==> src/rtl/z80_dma_ctrl.sv <==
// z80_dma_ctrl: CPU-programmed memory-to-memory block DMA that borrows the tv80s bus via busrq_n/busak_n.
// Optional macro DMA_FAIR_EN splits a transfer into BURST_LEN-byte bus tenures so the CPU can run between them.

module z80_dma_ctrl #(
   parameter logic [7:0] IO_BASE   = 8'h40,
   parameter int         BURST_LEN = 16
) (
   input  logic        clk,
   input  logic        reset_n,
   input  logic [7:0]  cpu_a,
   input  logic [7:0]  cpu_do,
   input  logic        cpu_iorq_n,
   input  logic        cpu_rd_n,
   input  logic        cpu_wr_n,
   output logic [7:0]  io_rdata,
   output logic        io_hit,
   output logic        busrq_n,
   input  logic        busak_n,
   output logic [15:0] dma_a,
   output logic [7:0]  dma_do,
   input  logic [7:0]  dma_di,
   output logic        dma_mreq_n,
   output logic        dma_rd_n,
   output logic        dma_wr_n,
   output logic        dma_done
);

   typedef enum logic [2:0] {
      IDLE, REQ, RD1, RD2, WR1, WR2, STEP, REL
   } state_e;

   state_e      state_q, state_d;
   logic [15:0] src_q, src_d;
   logic [15:0] dst_q, dst_d;
   logic [15:0] len_q, len_d;
   logic        dir_q, dir_d;
   logic        done_q, done_d;
   logic [7:0]  dmaDo_q, dmaDo_d;
   logic        wrPrev_q;

   logic        decode;
   logic        wrStrobe;
   logic        wrAccept;
   logic        busy;
   logic        burstEnd;
   logic [2:0]  offset;
   logic [7:0]  rdMux;

   assign decode   = (cpu_a[7:3] == IO_BASE[7:3]);
   assign offset   = cpu_a[2:0];
   assign wrStrobe = ~cpu_iorq_n & ~cpu_wr_n & decode;
   assign wrAccept = wrStrobe & ~wrPrev_q;
   assign busy     = (state_q != IDLE);

`ifdef DMA_FAIR_EN
   localparam logic [7:0] BurstLen = 8'(BURST_LEN);

   logic [7:0] tenure_q, tenure_d;

   // Bytes moved in the current grant; REQ is visited before every grant so it clears there.
   always_comb begin
      tenure_d = tenure_q;
      if (state_q == REQ) begin
         tenure_d = 8'd0;
      end else if (state_q == STEP) begin
         tenure_d = tenure_q + 8'd1;
      end
   end

   always_ff @(posedge clk or negedge reset_n) begin
      if (!reset_n) begin
         tenure_q <= 8'd0;
      end else begin
         tenure_q <= tenure_d;
      end
   end

   assign burstEnd = ((tenure_q + 8'd1) == BurstLen);
`else
   logic unusedBurst;
   assign unusedBurst = (BURST_LEN == 0);
   assign burstEnd    = 1'b0;
`endif

   // CPU register writes first, then the sequencer, so FSM updates (done, counters) take priority.
   always_comb begin
      state_d = state_q;
      src_d   = src_q;
      dst_d   = dst_q;
      len_d   = len_q;
      dir_d   = dir_q;
      done_d  = done_q;
      dmaDo_d = dmaDo_q;

      if (wrAccept) begin
         unique case (offset)
            3'd0: if (!busy) src_d[7:0]  = cpu_do;
            3'd1: if (!busy) src_d[15:8] = cpu_do;
            3'd2: if (!busy) dst_d[7:0]  = cpu_do;
            3'd3: if (!busy) dst_d[15:8] = cpu_do;
            3'd4: if (!busy) len_d[7:0]  = cpu_do;
            3'd5: if (!busy) len_d[15:8] = cpu_do;
            3'd6: begin
               if (cpu_do[2]) done_d = 1'b0;
               if (cpu_do[0] && !busy) begin
                  dir_d   = cpu_do[1];
                  state_d = REQ;
               end
            end
            default: ;
         endcase
      end

      unique case (state_q)
         IDLE: ;
         REQ:  if (!busak_n) state_d = RD1;
         RD1:  state_d = RD2;
         RD2: begin
            dmaDo_d = dma_di;
            state_d = WR1;
         end
         WR1:  state_d = WR2;
         WR2:  state_d = STEP;
         STEP: begin
            src_d = dir_q ? (src_q - 16'd1) : (src_q + 16'd1);
            dst_d = dir_q ? (dst_q - 16'd1) : (dst_q + 16'd1);
            len_d = len_q - 16'd1;
            if ((len_q == 16'd1) || burstEnd) begin
               state_d = REL;
            end else begin
               state_d = RD1;
            end
         end
         REL: begin
            // A nonzero length here can only come from a burst split, so re-request instead of finishing.
            if (busak_n) begin
               if (len_q != 16'd0) begin
                  state_d = REQ;
               end else begin
                  state_d = IDLE;
                  done_d  = 1'b1;
               end
            end
         end
         default: state_d = IDLE;
      endcase
   end

   always_ff @(posedge clk or negedge reset_n) begin
      if (!reset_n) begin
         state_q  <= IDLE;
         src_q    <= 16'd0;
         dst_q    <= 16'd0;
         len_q    <= 16'd0;
         dir_q    <= 1'b0;
         done_q   <= 1'b0;
         dmaDo_q  <= 8'd0;
         wrPrev_q <= 1'b0;
      end else begin
         state_q  <= state_d;
         src_q    <= src_d;
         dst_q    <= dst_d;
         len_q    <= len_d;
         dir_q    <= dir_d;
         done_q   <= done_d;
         dmaDo_q  <= dmaDo_d;
         wrPrev_q <= wrStrobe;
      end
   end

   // Bus outputs decode straight from the state register so an async reset drops them at once.
   always_comb begin
      busrq_n    = 1'b1;
      dma_mreq_n = 1'b1;
      dma_rd_n   = 1'b1;
      dma_wr_n   = 1'b1;
      dma_a      = 16'h0000;
      unique case (state_q)
         REQ:  busrq_n = 1'b0;
         RD1, RD2: begin
            busrq_n    = 1'b0;
            dma_mreq_n = 1'b0;
            dma_rd_n   = 1'b0;
            dma_a      = src_q;
         end
         WR1, WR2: begin
            busrq_n    = 1'b0;
            dma_mreq_n = 1'b0;
            dma_wr_n   = 1'b0;
            dma_a      = dst_q;
         end
         STEP: busrq_n = 1'b0;
         default: ;
      endcase
   end

   assign dma_do   = dmaDo_q;
   assign dma_done = done_q;

   always_comb begin
      rdMux = 8'h00;
      unique case (offset)
         3'd0: rdMux = src_q[7:0];
         3'd1: rdMux = src_q[15:8];
         3'd2: rdMux = dst_q[7:0];
         3'd3: rdMux = dst_q[15:8];
         3'd4: rdMux = len_q[7:0];
         3'd5: rdMux = len_q[15:8];
         3'd6: rdMux = 8'h00;
         3'd7: rdMux = {6'b000000, done_q, busy};
         default: ;
      endcase
   end

   assign io_hit   = reset_n & ~cpu_iorq_n & ~cpu_rd_n & decode;
   assign io_rdata = io_hit ? rdMux : 8'h00;

endmodule

==> config.mk <==
export PLATFORM = sky130hd
export DESIGN_NAME = z80_dma_ctrl
export DESIGN_NICKNAME = d
export VERILOG_FILES = /design/src/rtl/z80_dma_ctrl.sv
export SDC_FILE = /design/constraint.sdc
export NUM_CORES = 1
export LEC_CHECK = 0
export BUFFER_PORTS_ARGS = -buffer_cell sky130_fd_sc_hd__buf_2
export CORE_MARGIN = 2
export CORE_UTILIZATION = 55
export DETAILED_ROUTE_END_ITERATION = 10
export MAX_ROUTING_LAYER = met4
export PLACE_DENSITY = 0.8
export SLEW_MARGIN = 20
export SYNTH_ARGS = -nofsm -noshare
export SYNTH_HDL_FRONTEND = slang
export SYNTH_SLANG_ARGS = --single-unit
==> constraint.sdc <==
create_clock -name clk -period 5.67 [get_ports clk]
set_clock_uncertainty 0.1 [all_clocks]
set_input_delay 0.2835 -clock clk [delete_from_list [all_inputs] [get_ports clk]]
set_output_delay 0.2835 -clock clk [all_outputs]
set_load 0.01 [all_outputs]
==> results.ini <==
[synth]
yosysWarnings=0
synth_seq_cells=62
syn_avg_cell_area_um2=8.46
synth_area_um2=4970
synth_nets=650
synth.distinct_cells=61
synth_edf_count=0
ys_async_sr_fraction=1.00
yosysSeqAreaShare=0.312
ys_dominant_reg_cell=dfrtp_1
syn_inst=587

[global_routing]
grt_max_degree=64
antenna_found_initial=0
grt_pass1_wl_mm=23.8
grt_overflow=0
grt_pass1_vias=4743
grt_usage=0.316

[drt]
drtPass1Iterations=5
ant_nets=0
drt-met1-wl_mm=6.17
met2WireLength_mm=6.92
wirelength_mm=14.6
vias_per_cell=6.57
avgRoutedWirePerCell_um=19.3
wl_met3_mm=1.13
drcViolationCount=0
highest_layer=met4
vias=4977
drtIter0Drc=377

[clocking]
cts_hold_buf=0
clkSinkCount=62
post-cts-setup-buffers=0
htreeDepth=3
cts-resized-gates=0
tritoncts=built
clk_pin_slew_ns=0.08
clock_latency_ns=0.35
numCtsBuffers=9
root_buffer=clkbuf_8
cts_max_path_buffers=2

[layout]
nets=707
drive_above_1_share=0.179
diodes=0
fillCellCount=733
final_common_cell=buf_2
syn_to_final_growth_pct=12.8
mostFrequentLayoutCells=buf_2 (67), dfrtp_1 (62), nand2_1 (53)

[pwr]
ir_worst_vdd_mv=0.298
cellPowerDensity_nw_per_um2=560
finalPower_uw=3140
power_leakage_uw=0.00251

[sta]
max_slew_margin=0.294
fin_crit_sh=0.545
fmax_ghz=0.324
grt_setup_unrepaired=false
tightestPinTransition_ns=1.06
setup_viol=0
setup_tns_ns=0
hold_viol=0
slew_viol_final=0
period_needed_ns=3.09

[floorplanning]
num_rows=34
dieWidth_um=99.0
die_h_um=99.0
core_um2=8720
fp.dieArea_um2=9800
start_util=0.569
io_pins=68

[setup_path]
worstPathRequired_ns=5.85
critPathCaptureType=flip-flop
crit_type=reg -> reg
crit_fanout=33
cp_data_arrival_time_ns=3.27
start_kind=flip-flop

[status]
status=completed

[placement]
gp_congestion=0.961
hpwl_mm=10.8
port_buffers=67

[worst_hold_path]
hold_path_class=in -> async

[run]
max-cap-violations=0

[Yosys cell counts (9+ instances only)]
master | number | area share
a22oi_1 | 14 | 0.021
ha_1 | 31 | 0.078
mux2_2 | 17 | 0.039
o21ai_0 | 51 | 0.051
nor2_1 | 44 | 0.033
nand2_1 | 53 | 0.040
xnor2_1 | 14 | 0.025
nor3_1 | 10 | 0.010
clkbuf_1 | 26 | 0.020
dfrtp_1 | 62 | 0.31
nand3_1 | 16 | 0.016
a31oi_1 | 9 | 0.011
o211ai_1 | 11 | 0.017
mux2i_1 | 17 | 0.034
a21oi_1 | 50 | 0.050
inv_1 | 22 | 0.017
a22o_1 | 13 | 0.023
o22ai_1 | 10 | 0.013
[sequential cells by signal, indices dropped and copies added (netlist names)]
name	count
dir_q	1
dma_do	8
dma_done	1
dst_q	16
len_q	16
src_q	16
state_q	3
wrPrev_q	1
[metrics by stage]
step,hold slack [ns],utilization,area [µm²],setup WS (ns),instances
finish,0.00558,0.642,5600,2.58,757
global route,0.0567,0.642,5600,2.38,757
CTS,0.0295,0.642,5600,2.63,757
detailed placement,0.392,0.617,5380,2.63,741
global placement,0.386,0.617,5380,2.74,741
floorplan,-0.112,-,4970,2.66,587
[worst paths after layout]
kind | from | to | slack (ns) | depth (start not counted)
max | dir_q$_DFFE_PN0P_ | dst_q[15]$_DFFE_PN0P_ | 2.58 | 10
min reg2reg | dma_do[5]$_DFFE_PN0P_ | dma_do[5]$_DFFE_PN0P_ | 0.41 | 1
max reg2reg | dir_q$_DFFE_PN0P_ | dst_q[15]$_DFFE_PN0P_ | 2.58 | 10
min in group clk | dma_di[4] | dma_do[4]$_DFFE_PN0P_ | 0.06 | 2
min | reset_n | state_q[2]$_DFF_PN0_ | 0.006 | 2
max in group asynchronous | reset_n | src_q[5]$_DFFE_PN0P_ | 4.92 | 2
[final cells by class]
class / count / area, µm² / share of cell area
flip-flops and latches: 62 / 1550 / 0.277
clock buffers: 9 / 124 / 0.0221
repair buffers: 73 / 380 / 0.0679
multi-input cells: 476 / 3230 / 0.577
clock inverters: 7 / 97.6 / 0.0174
inverters: 22 / 82.6 / 0.0147
well taps: 108 / 135 / 0.0241
[cells by family (layout without fill, tap and decap cells)]
logic type | Yosys count | after routing | synth area share
compound gates | 211 | 211 | 0.275
buf+inv | 49 | 111 | 0.0373
simple gates | 177 | 177 | 0.178
mux | 36 | 36 | 0.0773
flops | 62 | 62 | 0.312
fa+ha+maj | 33 | 33 | 0.0862
xor+xnor | 19 | 19 | 0.0335
[critical path, stage by stage (launching register included)]
cell and delay [ns]:
dfrtp_1 0.33, buf_4 0.35, ha_1 0.35, a21oi_1 0.23, o21ai_0 0.24, o211a_1 0.30, nor4_1 0.32, nor2_1 0.11
a2bb2oi_1 0.20, mux2_2 0.35, a21oi_1 0.14
[routing by layer]
metal	GRT usage	vias up
li1	-	2318
met1	0.420	2390
met2	0.492	233
met3	0.0348	36
met4	0.134	0
met5	-	-
[where the power goes]
| group | switching, µW | internal (µW) | leakage, µW |
|---|---|---|---|
| Sequential | 256 | 626 | 0.000725 |
| Combinational | 1000 | 804 | 0.00168 |
| Clock | 198 | 249 | 0.000106 |
| Total | 1460 | 1680 | 0.00251 |
Power figures use the tool's default switching activity.
